### src/rtl/shift_seq_pkg.sv
// Shared mode and state encodings for the
// sequenced shift register.
package shift_seq_pkg;

  typedef logic [2:0] mode_t;

  localparam mode_t MODE_LSL = 3'b000;
  localparam mode_t MODE_LSR = 3'b001;
  localparam mode_t MODE_ASR = 3'b010;
  localparam mode_t MODE_ROL = 3'b011;
  localparam mode_t MODE_ROR = 3'b100;

  typedef enum logic [1:0] {
    ST_IDLE  = 2'd0,
    ST_SHIFT = 2'd1,
    ST_DONE  = 2'd2
  } state_t;

endpackage

### src/rtl/shift_step_unit.sv
// One-position shifter shared by the single-step
// and the auto-sequence paths.
module shift_step_unit
  import shift_seq_pkg::*;
#(
  parameter int WIDTH = 8
) (
  input  logic [WIDTH-1:0] i_q,
  input  mode_t            i_mode,
  input  logic             i_ser_in,
  output logic [WIDTH-1:0] o_next_q,
  output logic             o_out_bit,
  output logic             o_valid
);

  always_comb begin
    o_next_q  = i_q;
    o_out_bit = 1'b0;
    o_valid   = 1'b1;
    unique case (i_mode)
      MODE_LSL: begin
        o_next_q  = {i_q[WIDTH-2:0], i_ser_in};
        o_out_bit = i_q[WIDTH-1];
      end
      MODE_LSR: begin
        o_next_q  = {i_ser_in, i_q[WIDTH-1:1]};
        o_out_bit = i_q[0];
      end
      MODE_ASR: begin
        o_next_q  = {i_q[WIDTH-1], i_q[WIDTH-1:1]};
        o_out_bit = i_q[0];
      end
      MODE_ROL: begin
        o_next_q  = {i_q[WIDTH-2:0], i_q[WIDTH-1]};
        o_out_bit = i_q[WIDTH-1];
      end
      MODE_ROR: begin
        o_next_q  = {i_q[0], i_q[WIDTH-1:1]};
        o_out_bit = i_q[0];
      end
      // Reserved encodings hold q and ser_out.
      default: o_valid = 1'b0;
    endcase
  end

endmodule

### src/rtl/shift_seq_unit.sv
// WIDTH-bit shift register with parallel load,
// single-step shifts and a counted auto-sequencer.
module shift_seq_unit
  import shift_seq_pkg::*;
#(
  parameter int WIDTH = 8,
  parameter int CNT_W = 4
) (
  input  logic             clk,
  input  logic             reset_n,
  input  logic             load_n,
  input  logic [WIDTH-1:0] load_val,
  input  logic             start,
  input  logic [CNT_W-1:0] shamt,
  input  logic [2:0]       mode,
  input  logic             step,
  input  logic             ser_in,
  output logic [WIDTH-1:0] q,
  output logic             ser_out,
  output logic             busy,
  output logic             done
);

  localparam logic [CNT_W-1:0] CNT_ONE = 1;
  localparam logic [CNT_W-1:0] CNT_ZERO = '0;

  state_t           r_state;
  mode_t            r_mode;
  logic [CNT_W-1:0] r_cnt;
  logic [WIDTH-1:0] r_q;
  logic             r_ser_out;
  logic             r_busy;
  logic             r_done;

  mode_t            w_mode;
  logic [WIDTH-1:0] w_next_q;
  logic             w_out_bit;
  logic             w_valid;

  // The sequencer uses the mode latched at start.
  assign w_mode = (r_state == ST_SHIFT) ? r_mode : mode;

  shift_step_unit #(
    .WIDTH(WIDTH)
  ) u_step (
    .i_q      (r_q),
    .i_mode   (w_mode),
    .i_ser_in (ser_in),
    .o_next_q (w_next_q),
    .o_out_bit(w_out_bit),
    .o_valid  (w_valid)
  );

  always_ff @(posedge clk or negedge reset_n) begin
    if (!reset_n) begin
      r_state   <= ST_IDLE;
      r_mode    <= MODE_LSL;
      r_cnt     <= CNT_ZERO;
      r_q       <= '0;
      r_ser_out <= 1'b0;
      r_busy    <= 1'b0;
      r_done    <= 1'b0;
    end else begin
      case (r_state)
        ST_SHIFT: begin
          if (w_valid) begin
            r_q       <= w_next_q;
            r_ser_out <= w_out_bit;
          end
          r_cnt <= r_cnt - CNT_ONE;
          if (r_cnt == CNT_ONE) begin
            r_state <= ST_DONE;
            r_busy  <= 1'b0;
            r_done  <= 1'b1;
          end
        end
        default: begin
          r_state <= ST_IDLE;
          r_busy  <= 1'b0;
          r_done  <= 1'b0;
          if (!load_n) begin
            r_q <= load_val;
          end else if (start) begin
            if (shamt != CNT_ZERO) begin
              r_mode  <= mode;
              r_cnt   <= shamt;
              r_state <= ST_SHIFT;
              r_busy  <= 1'b1;
            end else begin
              r_state <= ST_DONE;
              r_done  <= 1'b1;
            end
          end else if (step && w_valid) begin
            r_q       <= w_next_q;
            r_ser_out <= w_out_bit;
          end
        end
      endcase
    end
  end

  assign q       = r_q;
  assign ser_out = r_ser_out;
  assign busy    = r_busy;
  assign done    = r_done;

endmodule

### config.mk
export PLATFORM = sky130hd
export DESIGN_NAME = shift_seq_unit
export DESIGN_NICKNAME = d
export VERILOG_FILES = /design/src/rtl/shift_seq_pkg.sv /design/src/rtl/shift_step_unit.sv /design/src/rtl/shift_seq_unit.sv
export SDC_FILE = /design/constraint.sdc
export NUM_CORES = 1
export LEC_CHECK = 0
export ABC_AREA = 1
export ABC_CLOCK_PERIOD_IN_PS = 1570
export CORE_UTILIZATION = 25
export DETAILED_ROUTE_END_ITERATION = 12
export GPL_TIMING_DRIVEN = 1
export PLACE_DENSITY_LB_ADDON = 0.25
export SYNTH_ARGS = -nofsm -noshare
export SYNTH_HDL_FRONTEND = slang
export SYNTH_SLANG_ARGS = --single-unit
export TNS_END_PERCENT = 50
### constraint.sdc
create_clock -name clk -period 1.57 [get_ports clk]
set_clock_uncertainty 0.1 [all_clocks]
set_input_delay 0.314 -clock clk [delete_from_list [all_inputs] [get_ports clk]]
set_output_delay 0.314 -clock clk [all_outputs]
set_load 0.01 [all_outputs]
# After elaboration in Yosys (flattened, before gate mapping)
# Cells that the tools add are included.
# totals
regBits,20
latchBits,0
mem_bits_rw,0
romBits,0
output_inout_bits,11
wordCells,67
n_memories,0
# op_classes
add_sub_neg,1
multipliers,0
div_mod_pow,0
n_lt_le_gt_ge,0
n_eq_ne,11
shift,0
mux,33
bitwise,1
reduce_logical,14
# ops
cell,count
$mux 8,5
$pmux 8 s5,1
$mux 1,16
$mux 4,4
$mux 2,5
$reduce_and 4->1,2
$reduce_bool 2->1,4
$eq 3x2->1 const B,2
$reduce_and 3->1,2
$reduce_or 5->1,1
$eq 4x1->1 const B,1
$ne 2x1->1 const B,2
$reduce_bool 4->1,1
$sub 4x1->4 const B,1
$eq 3x1->1 const B,1
$eq 3x3->1 const B,1
$logic_not 3->1,1
$mux 3,1
$ne 3x1->1 const B,1
$ne 3x2->1 const B,1
$reduce_or 3->1,1
$eq 2x1->1 const B,1
$ne 2x2->1 const B,1
$pmux 1 s2,1
other kinds (3),3

# Depth between registers and ports, before layout
# logic_depth
word_depth,10
ltp_mapped,14

# Modules after synthesis
# A second synthesis with hierarchy kept.
# unflattened
hier_cells,256
hier_area_um2,1672.9
# modules_own_cells
mod,n_inst,cells_per_inst,area_per_inst_um2,seq_area_each_um2
shift_seq_unit,1,159,1154.9,450.4
shift_step_unit,1,97,518.0,0.0

# Least setup slack after synthesis
# No wires, ideal clock.
# synth_timing
path_type,register to register
startpoint,register done (netlist name)
endpoint,register r_q[1] (netlist: q[1])
setup_time_ns,0.116
arrival_time_ns,1.507
required_time_ns,1.354
path_slack_ns,-0.153
stages_incl_launch_ff,15
path_buffers,2
synth_period_minus_slack_ns,1.723
cell_sequence,dfrtp_1 inv_2 nand2_2 buf_8 nand2_2 nand2_2 nand2_2 nand2_4 nand2_1 nand3_2 nand2_4 buf_6 nor2_2 nand2_1 nand2_1
# synth_lines
item,line,text
to (signal assigned),shift_seq_unit.sv:67,r_q <= w_next_q;
to (signal assigned),shift_seq_unit.sv:82,r_q <= load_val;
to (signal assigned),shift_seq_unit.sv:94,r_q <= w_next_q;
to (decl),shift_seq_unit.sv:30,logic [WIDTH-1:0] r_q;

==> results_dict.tcl <==
set metrics [dict create \
    yosysSeqAreaShare_pct 34.3 \
    drv_slew 0 \
    met2_length_um 1580 \
    drtPass1Iterations 4 \
    cts_root_buf "clkbuf_8" \
    maxCapViolCount 0 \
    highest_layer "met4" \
    cp_num_buf_inv 3 \
    h-tree-depth 1 \
    grt_max_degree 19 \
    slowest_stage "dfrtp_1" \
    cp-end-kind "flip-flop" \
    crit_path_cell_trace "inv_2, nand2_2, nand2_1, nand2_2, inv_2, nand2_4, nor2_4, nor2_4, buf_4, a21oi_1, a21oi_1" \
    critPathMaxStageDelay_ns 0.41 \
    grt_antenna_before_repair 0 \
    grt_first_pass_wirelength_um 6000 \
    num-nets-final 280 \
    fin_area_um2 1980 \
    final_antenna_net_count 0 \
    ios 32 \
    drc 0 \
    cts_tree "done" \
    core-area_um2 5070 \
    via_per_inst 4.34 \
    synth-seq-cells 18 \
    clk_pin_slew_ns 0.08 \
    die-width_um 74.5 \
    synthTopCellsByArea "dfrtp_1 34%, nand2_1 18%, nor2_1 6.9%" \
    wl_um 3380 \
    max-clock-path-buffers 2 \
    num_rows 26 \
    critical-path-top-delay-family "simple AND/OR/NAND/NOR gates" \
    fill_cells 562 \
    syn_to_final_growth_pct 50.9 \
    slew_headroom_pct 82.3 \
    die_area_um2 5550 \
    clock_sinks 18 \
    path_class "reg2reg" \
    grt-ovfl-total 0 \
    critical_path.startpoint_type "flip-flop" \
    ys_top_cells_by_count "62 x nand2_1, 24 x nor2_1, 23 x inv_1" \
    async_reset_ff_share_pct 100 \
    die_height_um 74.5 \
    io_buffers 31 \
    crit_fanout 7 \
    tns_ns -0.871 \
    leakagePower_uw 0.00101 \
    clock_latency_ns 0.25 \
    power.density_nw_per_um2 2170 \
    crit_arrival_ns 1.75 \
    placedInstanceArea_um2 1880 \
    violations "negative setup slack" \
    hold_path_class "in2async" \
    dp_hpwl_um 2590 \
    yosysUniqueCellTypes 22 \
    syn_area_um2 1310 \
    synth_top_area_share_pct 34.3 \
    layout_setup_ws_ns -0.132 \
    netlist_instances 198 \
    cp_data_required_time_ns 1.62 \
    rsz0062_at_grt "true" \
    cts_hold_buf 0 \
    wl_met3_um 82 \
    wl_per_cell_um 10.4 \
    finalCritPeriodShare_pct 108 \
    synthFlopType "dfrtp_1" \
    finalCriticalPeriod_ns 1.70 \
    status "finished, violations left" \
    yosysMostFrequentCell "nand2_1" \
    tightest_slew_ns 0.266 \
    yosysTopAreaCell "dfrtp_1" \
    final_util_pct 39.1 \
    drive_gt1_share_pct 24.2 \
    gr-usage-all-layers_pct 14.0 \
    hold_violations 0 \
    multi_input_area_um2 792 \
    synth_nets 221 \
    yosysWarnings 0 \
    max_freq_mhz 587 \
    gp_congestion 0.765 \
    setup_viol 9 \
    start_util_pct 25.9 \
    wl_met1_um 1680 \
    n_antenna_cell 0 \
    register_area_um2 452 \
    vias 1415 \
    synth-edff-count 0 \
    grt_pass1_vias 1320 \
    drt_iter0_markers 69 \
    vdd_drop_max_v 0.000747 \
    cts_inserted_buffers 3 \
    synth_area_per_cell_um2 6.64 \
]
## metal layers
metal	track usage, %	up-vias
li1	-	740
met1	20.0	652
met2	21.2	21
met3	1.90	2
met4	5.24	0
met5	0	-
## sequential cells by signal (all words and copies together), names as in the netlist
| name | flops |
|---|---|
| q | 8 |
| r_cnt | 4 |
| r_mode | 3 |
| done | 1 |
| r_state | 1 |
| ser_out | 1 |
## what timing repair did
action,CTS,global route
gates cloned,0,0
gates resized for setup,19,5
setup buffers,1,0
setup endpoints to repair,19,11
## report_power, final
group | leakage [uW] | internal, uW | switching (uW)
Sequential | 0.000217 | 708 | 184
Combinational | 0.000765 | 1270 | 1750
Clock | 0.0000288 | 223 | 172
Total | 0.00101 | 2200 | 2110
## cell type report
type,count,share of cell area (%)
clock buffer,4,2.78
inverter,26,4.92
multi-input combinational,151,40.0
sequential,18,22.8
tap,70,4.42
timing repair buffer,57,25.1
## worst paths after layout
kind / slack, ns / cells after the start / startpoint / endpoint
hold reg to reg: 0.39 / 2 / ser_out$_DFFE_PN0P_ / ser_out$_DFFE_PN0P_
setup / recovery: -0.13 / 11 / done$_DFFE_PN0P_ / q[4]$_DFFE_PN0P_
hold / removal: 0.30 / 2 / reset_n / q[1]$_DFFE_PN0P_
max in group asynchronous: 0.84 / 2 / reset_n / r_state[0]$_DFFE_PN0P_
min in group clk: 0.39 / 2 / ser_out$_DFFE_PN0P_ / ser_out$_DFFE_PN0P_
setup reg to reg: -0.13 / 11 / done$_DFFE_PN0P_ / q[4]$_DFFE_PN0P_
## through the flow
stage | hold slack (ns) | worst slack [ns] | instances | total power (uW)
detailed placement | 0.378 | -0.407 | 321 | 3820
global route | 0.319 | -0.258 | 326 | 4820
finish | 0.297 | -0.132 | 326 | 4310
floorplan | -0.0816 | -0.145 | 198 | 2890
global placement | 0.378 | -0.389 | 321 | 3780
CTS | 0.305 | -0.135 | 326 | 4300
## cells by family (layout without fill, tap and decap cells)
logic type	count (synthesis)	in the layout	synth area share, %
simple gates	124	124	43.1
fa+ha+maj	2	2	1.90
buf+inv	29	87	10.3
flops	18	18	34.3
xor+xnor	1	1	0.667
compound gates	24	24	9.71
## layout by cell type, fill, tap and decap left out, drive strengths merged
cell type	Yosys	routed
nor2	32	32
a21oi	12	12
nand2	70	70
and2	1	1
o21ai	9	9
o22ai	1	1
dfrtp	18	18
nand4	6	6
o211ai	1	1
buf	3	27
xor2	1	1
a221oi	1	1
nand3	15	15
clkbuf	0	4
dlymetal6s2s	0	1
inv	26	26
clkdlybuf4s50	0	20
dlygate4sd2	0	9
ha	2	2
Note: power is estimated with default switching activity, not from simulation.
